`src/rtl/card_shoe.sv`:
```
`default_nettype none
// ============================================================================
//  Module   : card_shoe
//  Purpose  : Blackjack card shoe. Holds DECKS x 52 cards as 13 rank
//             counters and deals a random card on request. The card is picked
//             by taking a candidate rank from a free-running LFSR and then
//             scanning forward to the next rank that still has cards. A fixed
//             8-card script can be dealt instead, for deterministic testing.
//  Revision : 1.0  initial release
// ----------------------------------------------------------------------------
//  Ports
//    clk        in   1  system clock, rising edge
//    reset      in   1  asynchronous reset, active low
//    draw_req   in   1  single-cycle request for one card
//    shuffle    in   1  single-cycle request to refill the shoe
//    script_en  in   1  1 = deal from the fixed script
//    card_valid out  1  one-cycle strobe, card_value is valid
//    card_value out  6  dealt value 2..10, 11 = ace (held between strobes)
//    cards_left out  8  cards remaining in the shoe
//    busy       out  1  draw or shuffle in progress
//    empty_err  out  1  one-cycle strobe, draw refused on an empty shoe
//  Parameters
//    LFSR_SEED  nonzero LFSR reset value
//    DECKS      number of decks, 1..3
// ============================================================================
module card_shoe #(
  parameter logic [15:0] LFSR_SEED = 16'hACE1,
  parameter int          DECKS     = 1
) (
  input  logic       clk,
  input  logic       reset,
  input  logic       draw_req,
  input  logic       shuffle,
  input  logic       script_en,
  output logic       card_valid,
  output logic [5:0] card_value,
  output logic [7:0] cards_left,
  output logic       busy,
  output logic       empty_err
);

  localparam int              CW        = $clog2(4 * DECKS + 1);
  localparam logic [CW-1:0]   RANK_FULL = CW'(4 * DECKS);
  localparam logic [7:0]      SHOE_FULL = 8'(52 * DECKS);
  // x^16 + x^14 + x^13 + x^11, right-shifting Galois form
  localparam logic [15:0]     LFSR_TAPS = 16'hB400;

  typedef enum logic [2:0] {
    IDLE   = 3'd0,
    PICK   = 3'd1,
    SCAN   = 3'd2,
    DEAL   = 3'd3,
    REFILL = 3'd4
  } state_t;

  state_t        state;
  logic [CW-1:0] rank_cnt [13];
  logic [15:0]   lfsr;
  logic [3:0]    rank;        // rank under test in SCAN, dealt rank in DEAL
  logic [3:0]    scanned;     // ranks already tested in this scan
  logic          scripted;    // current draw comes from the script
  logic [2:0]    script_ptr;

  // rank 0 = ace, ranks 1..8 = 2..9, ranks 9..12 = face cards and tens
  function automatic logic [5:0] rank_value(input logic [3:0] r);
    if (r == 4'd0)      return 6'd11;
    else if (r <= 4'd8) return 6'({2'b00, r} + 6'd1);
    else                return 6'd10;
  endfunction

  function automatic logic [5:0] script_value(input logic [2:0] p);
    case (p)
      3'd0:    return 6'd10;
      3'd1:    return 6'd8;
      3'd2:    return 6'd4;
      3'd3:    return 6'd2;
      3'd4:    return 6'd10;
      3'd5:    return 6'd11;
      default: return 6'd10;
    endcase
  endfunction

  // Free-running: advances every clock regardless of FSM state.
  always_ff @(posedge clk or negedge reset) begin
    if (!reset) lfsr <= LFSR_SEED;
    else        lfsr <= {1'b0, lfsr[15:1]} ^ (lfsr[0] ? LFSR_TAPS : 16'h0000);
  end

  always_ff @(posedge clk or negedge reset) begin
    if (!reset) begin
      state      <= IDLE;
      for (int i = 0; i < 13; i++) rank_cnt[i] <= RANK_FULL;
      cards_left <= SHOE_FULL;
      rank       <= 4'd0;
      scanned    <= 4'd0;
      scripted   <= 1'b0;
      script_ptr <= 3'd0;
      card_value <= 6'd0;
      card_valid <= 1'b0;
      empty_err  <= 1'b0;
      busy       <= 1'b0;
    end else begin
      card_valid <= 1'b0;
      empty_err  <= 1'b0;
      case (state)
        IDLE: begin
          // shuffle has priority; a simultaneous draw_req is dropped
          if (shuffle) begin
            state <= REFILL;
            busy  <= 1'b1;
          end else if (draw_req) begin
            if (script_en) begin
              scripted <= 1'b1;
              state    <= PICK;
              busy     <= 1'b1;
            end else if (cards_left != 8'd0) begin
              scripted <= 1'b0;
              state    <= PICK;
              busy     <= 1'b1;
            end else begin
              empty_err <= 1'b1;
            end
          end
        end
        PICK: begin
          if (scripted) begin
            state <= DEAL;
          end else begin
            rank    <= (lfsr[3:0] > 4'd12) ? lfsr[3:0] - 4'd13 : lfsr[3:0];
            scanned <= 4'd0;
            state   <= SCAN;
          end
        end
        SCAN: begin
          if (rank_cnt[rank] != '0) begin
            state <= DEAL;
          end else if (scanned == 4'd12) begin
            // all 13 ranks empty: only reachable if counters and cards_left
            // ever disagree; give up rather than spin
            state <= IDLE;
            busy  <= 1'b0;
          end else begin
            rank    <= (rank == 4'd12) ? 4'd0 : rank + 4'd1;
            scanned <= scanned + 4'd1;
          end
        end
        DEAL: begin
          card_valid <= 1'b1;
          state      <= IDLE;
          busy       <= 1'b0;
          if (scripted) begin
            card_value <= script_value(script_ptr);
            script_ptr <= script_ptr + 3'd1;
          end else begin
            card_value     <= rank_value(rank);
            rank_cnt[rank] <= rank_cnt[rank] - 1'b1;
            cards_left     <= cards_left - 8'd1;
          end
        end
        REFILL: begin
          for (int i = 0; i < 13; i++) rank_cnt[i] <= RANK_FULL;
          cards_left <= SHOE_FULL;
          state      <= IDLE;
          busy       <= 1'b0;
        end
        default: begin
          state <= IDLE;
          busy  <= 1'b0;
        end
      endcase
    end
  end

endmodule
`default_nettype wire

```
`config.mk`:
```
export PLATFORM = sky130hd
export DESIGN_NAME = card_shoe
export DESIGN_NICKNAME = d
export VERILOG_FILES = /design/src/rtl/card_shoe.sv
export SDC_FILE = /design/constraint.sdc
export NUM_CORES = 1
export LEC_CHECK = 0
export ABC_AREA = 1
export CORE_ASPECT_RATIO = 0.6
export CORE_MARGIN = 2
export CORE_UTILIZATION = 54
export CTS_BUF_LIST = sky130_fd_sc_hd__clkbuf_8 sky130_fd_sc_hd__clkbuf_16
export CTS_CLUSTER_DIAMETER = 40
export CTS_CLUSTER_SIZE = 30
export DETAILED_ROUTE_END_ITERATION = 10
export PLACE_DENSITY = 0.76
export SETUP_SLACK_MARGIN = 0.1
export SLEW_MARGIN = 20
export SYNTH_ARGS = -nofsm -noshare
export SYNTH_HDL_FRONTEND = slang
export SYNTH_SLANG_ARGS = --single-unit
```
`constraint.sdc`:
```
create_clock -name clk -period 2.6 [get_ports clk]
set_clock_uncertainty 0.2 [all_clocks]
set_input_delay 0.52 -clock clk [delete_from_list [all_inputs] [get_ports clk]]
set_output_delay 0.52 -clock clk [all_outputs]
set_load 0.01 [all_outputs]
```
## Word-level counts from Yosys, hierarchy flattened

Index checks and enable logic that the tools add are counted.

- Word-level logic and storage cells: 119
- Bits of input ports: 5
- Register bits after elaboration: 87
- Output and inout bits: 17

- Reduce and logical (&&, ||, !) cells: 14
- $add $sub $neg: 7
- Equal/unequal tests: 18
- $lt $le $gt $ge: 4
- Mux-type cells: 48
- Bitwise gates (word level): 4

Operators with widths:

| kind | count |
|---|---|
| 39-bit one-hot mux with 2 select lines | 1 |
| 39-bit bitwise mux | 1 |
| 39-bit 2-to-1 mux | 1 |
| 4-bit 2-to-1 mux | 8 |
| 3-bit 2-to-1 mux | 9 |
| 16-bit 2-to-1 mux | 1 |
| 4-bit one-hot mux with 2 select lines | 2 |
| 4-bit one-hot mux with 4 select lines | 1 |
| 8-bit one-hot mux with 2 select lines | 1 |
| 15-bit by 16-bit bitwise XOR with 16-bit output | 1 |
| 1-bit 2-to-1 mux | 15 |
| 3-bit binary-select mux with 4-bit select | 1 |
| 3-bit demux with 4-bit select | 1 |
| 3-bit by 2-bit equality test with 1-bit output, second input constant | 4 |
| 5-bit 2-to-1 mux | 2 |
| 2-bit inequality test, second input constant | 5 |
| 3-bit one-hot mux with 3 select lines | 1 |
| 4-bit by 1-bit adder with 4-bit output, second input constant | 2 |
| 4-bit equality test, second input constant | 2 |
| 8-bit 2-to-1 mux | 1 |
| 4-bit AND reduction | 2 |
| 8-bit nonzero test | 1 |
| 8-bit by 1-bit subtractor with 8-bit output, second input constant | 1 |
| 3-bit by 1-bit equality test with 1-bit output, second input constant | 2 |
| 23 further kinds | 29 |

## Depth between registers and ports, before layout

- Depth in word-level cells: 8
- Mapped depth: 17
- Depth with buffers taken out: 16

## Worst setup path after synthesis

Ideal clock, no wire load.

- Path type: register to register
- Start point: register rank[0]
- End point: register rank_cnt[31] in the netlist's numbering
- Slack: 0.169 ns
- Cell stages (with the launch flop): 12
- Period minus slack after synthesis: 2.431 ns
- Arrival: 2.148 ns
- Buffers on the path: 3
- Required time: 2.317 ns
- Setup time: 0.083 ns
- Path through: dfrtp_1 -> buf_6 -> buf_6 -> nand2_1 -> o22ai_1 -> o21ai_0 -> o21ai_0 -> nor3_1 -> ha_1 -> or2_2 -> buf_2 -> o22ai_1

- Word-level cells in the longest chain between the ends: 8
- Elaborated cells on any way between the ends: 13
- Those cells by class: 1 x add/sub; 2 x order compare; 8 x mux; 1 x bitwise; 1 x reduce/logical

Ends and longest elaborated chain:

| element | line | text |
|---|---|---|
| from (decl) | 59 | `logic [3:0] rank;` |
| from (signal assigned) | 129 | `rank <= (lfsr[3:0] > 4'd12) ? lfsr[3:0] - 4'd13 : lfsr[3:0];` |
| from (signal assigned) | 143 | `rank <= (rank == 4'd12) ? 4'd0 : rank + 4'd1;` |
| 4-bit NOT with 5-bit output (implied by the code) (*) | 156 | `rank_cnt[rank] <= rank_cnt[rank] - 1'b1;` |
| 3-bit binary-select mux with 4-bit select, or another cell as far along | 156 |  |
| 3-bit 2-to-1 mux (implied by the code) / 1-bit logical AND (equally long branches) | 156 |  |
| 3-bit 2-to-1 mux (implied by the code) | 156 |  |
| 3-bit by 1-bit subtractor with 3-bit output / 3-bit demux with 4-bit select (equally long branches) | 156 |  |
| 39-bit bitwise mux (*) | 156 |  |
| 39-bit 2-to-1 mux (*) | 151 | `if (scripted) begin` |
| 39-bit one-hot mux with 2 select lines (*) | 105 | `case (state)` |
| to (signal, indexed assignment) | 156 |  |
| to (decl) | 57 | `logic [CW-1:0] rank_cnt [13];` |

Mark *: on every way between the ends. The rest lies on a longest branch, timed or not. The select of a mux whose other input is x is not followed.
A chain may end at the register's enable or synchronous reset.

## Worst setup path in the final report

- Start point: register rank[0]
- End point: register rank_cnt[34] in the netlist's numbering

The elaborated chain is that of the path after synthesis.

==> impl_metrics.csv <==
group,metric,value,unit
sta,hold_viol,0,
synth,synth_ff_type,"dfrtp_1",
global_routing,globalRouteOverflowTotal,0,
worst_setup_path,cp_data_required_time,2660,ps
routing,detail_route.wirelength,10.6,mm
synth,syn-cell-area,0.00448,mm2
synth,count_of_flip_flops_with_a_built_in_enable_after_synthesis,0,
worst_setup_path,setup.worst_path.end_class,"register",
floorplan,die_width,122,um
synth,avgSynthCellArea,8.90,um2
synth,synth_area_leaders,"dfrtp_1 (35%), dfstp_2 (14%), nand2_1 (7.5%), inv_1 (5.8%), ha_1 (4.2%)",
sta,worst_hold_slack,151,ps
worst_setup_path,worstPathCellList,"buf_4 > nand2_1 > o22ai_1 > o21ai_0 > o21ai_0 > nor3_2 > ha_2 > or2_4 > o22ai_1",
worst_hold_path,min_from,"lfsr[6]",
synth,synth_largest_area_cell,"dfrtp_1",
sta,finalWorstPathRequiredPeriod,2420,ps
worst_setup_path,regToRegStartpoint,"rank[0]",
synth,synth_async_sr_flop_share,100,%
routing,first_pass_iters,5,
sta,timing.final.max_slew_violations,0,
worst_setup_path,setup.worst_path.start_class,"register",
synth,synth_common_cells,"nand2_1 (90), inv_1 (69), dfrtp_1 (62)",
worst_setup_path,worst_path_largest_cell_delay,440,ps
place,post-dp-hpwl,7.57,mm
clock_tree,clock_latency,340,ps
floorplan,fp.dieArea,0.00906,mm2
synth,synth-seq-cells,86,
clock_tree,clock_tree_from_tritoncts,"yes",
power_and_ir_drop,power.ir.vdd_worst,0.522,mV
clock_tree,ctsHtreeMaxLevel,3,
final_layout,finish.instance_area,0.00515,mm2
floorplan,floorplan.rows,25,
sta,max_slew.worst_pin.slew,590,ps
worst_setup_path,rrSetupSlack,180,ps
floorplan,start_util,56.3,%
sta,worst_slew_margin_rel,60.6,%
clock_tree,cts_made_buffers,9,
synth,synth_nets,523,
sta,report.final.setup_viol,0,
sta,rsz0062_at_grt,"false",
worst_setup_path,critical_path_arrival,2470,ps
synth,postSynthCellCount,503,
final_layout,filler_cell_count,679,
final_layout,multi_input_area,0.00188,mm2
worst_setup_path,rr_worst_depth,9,
place,place.port_buffers,20,
global_routing,first_global_vias,3338,
power_and_ir_drop,finalPower,5.48,mW
routing,routed_wire_length_per_instance,16.3,um
place,place_area,0.00477,mm2
worst_setup_path,crit_end,"rank_cnt[34]",
synth,yosysMostFrequentCell,"nand2_1",
routing,drt_drc_violations_left,0,
sta,fmax,414,MHz
synth,ys_types,43,
final_layout,area_growth,15.1,%
final_layout,diodes,0,
final_layout,drive_above_1_share,18.7,%
final_layout,ff_latch_area,0.00219,mm2
synth,yosysSeqAreaShare,48.7,%
final_layout,final_net_count,555,
synth,synth_top_area_share,34.7,%
routing,route.antenna.remaining_nets,0,
clock_tree,clock_tree.root_cell,"clkbuf_16",
power_and_ir_drop,p_per_area,1060,mW/mm2
outcome,status,"complete, no violations",
worst_setup_path,reg2reg_to,"rank_cnt[34]",
floorplan,height_of_the_chip,74.5,um
sta,fin_setup_tns,0,ps
synth,ys_warn_count,0,
clock_tree,numClockSinks,86,
global_routing,global_route.usage.total,24.9,%
global_routing,antenna_violations_before_repair,0,
floorplan,design.core.area,0.00795,mm2
routing,dr.first_iter.drc_count,346,
power_and_ir_drop,total_leakage_power,2.47,nW
clock_tree,cts.reportedPaths.clkPinSlew,60,ps
worst_hold_path,min-delay-path-class,"reg -> reg",
global_routing,maximum_number_of_pins_on_one_net_before_global_route_repair,46,
worst_setup_path,slowest_stage,"dfrtp_2",
worst_setup_path,critPathLaunch,"rank[0]",
place,routabilityCongestion,1.06,
worst_setup_path,critPathMaxFanout,12,
clock_tree,cts-root-to-sink-buffers,2,
worst_setup_path,worst-setup-path-type,"reg -> reg",
routing,viasPerCell,5.65,
sta,min_period_over_period,92.9,%
floorplan,boundaryPins,22,
routing,routed-via-count,3661,
global_routing,grt_first_pass_wirelength,17.0,mm
job,maxCapViolations,0,
critical path: cells and delay by family (launching register included):
| family | cells | cell delay, ps |
|---|---|---|
| DFF | 1 | 440 |
| AOI/OAI and AO/OA | 4 | 580 |
| and+or+nand+nor | 3 | 620 |
| buffers and inverters | 1 | 180 |
| adders and majority gates | 1 | 310 |
cells by family after synthesis:
logic type	count (synthesis)	synth area share, %
AOI/OAI and AO/OA	108	13.9
xor gates and xnor gates	8	1.57
adders and majority gates	15	4.19
buffers and inverters	93	9.56
DFF	86	48.7
other	1	0.0838
and+or+nand+nor	192	21.9
layout by cell type (no fill, tap or decap), types with 5 or more instances in the layout:
cell type	instances
inv_2	5
dfstp_2	24
nand3_4	5
inv_1	69
nand4_1	12
nor2_1	23
o21ai_2	5
nand3_1	35
buf_4	16
nand2_1	90
ha_1	13
dfrtp_1	59
a21oi_2	5
nor3_1	7
o21ai_1	16
a21oi_1	30
o22ai_1	22
o21ai_0	23
clkbuf_16	9
clkdlybuf4s50_1	19
xor2_1	7
registers in the layout, summed over array words and instances, names as in the netlist:
| name | cells |
|---|---|
| rank_cnt | 39 |
| card_valid | 1 |
| card_value | 5 |
| lfsr | 16 |
| state | 3 |
| script_ptr | 3 |
| cards_left | 8 |
| busy | 1 |
| scanned | 4 |
| rank | 4 |
| empty_err | 1 |
| scripted | 1 |
report_power, final:
| part | internal [mW] | leakage [nW] | switching, mW |
|---|---|---|---|
| Combinational | 0.831 | 1.22 | 1.43 |
| Sequential | 1.68 | 1.09 | 0.219 |
| Clock | 0.796 | 0.155 | 0.524 |
cell type report:
type                       count  area share [%]
inverter                      77            5.80
multi-input combinational    324            36.5
timing repair buffer          37            6.60
tap                          108            2.62
sequential                    86            42.4
clock buffer                  11            4.90
clock inverter                 5            1.12
per-layer routing:
| layer | wire (um) | global-route usage, % | up-vias |
|---|---|---|---|
| li1 | - | - | 1736 |
| met1 | 5120 | 37.2 | 1767 |
| met2 | 4480 | 35.8 | 150 |
| met3 | 894 | 6.90 | 8 |
| met4 | 72 | 6.77 | 0 |
| met5 | 0 | 0 | - |
stage by stage:
stage                     utilization [%]  setup WS [ps]  cells
after floorplan                         -            169    503
after global placement               60.0            145    626
after detailed placement             60.0           63.9    626
after CTS                            64.1           93.0    643
after global routing                 64.9            101    648
final                                64.9            185    648
worst min-delay path by stage:
stage / endpoint / slack, ps / cells after the start
6_report: lfsr[5] / 150 / 0
5_1_grt: lfsr[5] / 160 / 0
4_1_cts: lfsr[7] / 160 / 0
3_5_place_dp: lfsr[3] / 140 / 0
3_3_place_gp: lfsr[7] / 140 / 0
2_1_floorplan: busy / 20 / 0
timing repair:
action | in CTS | in global routing
endpoints found under the hold margin | 17 | 0
buffers inserted | 0 | 5
gates resized for setup | 1 | 12
hold buffers | 1 | 0
endpoints found under the setup margin | 9 | 34
Power figures use the tool's default switching activity.
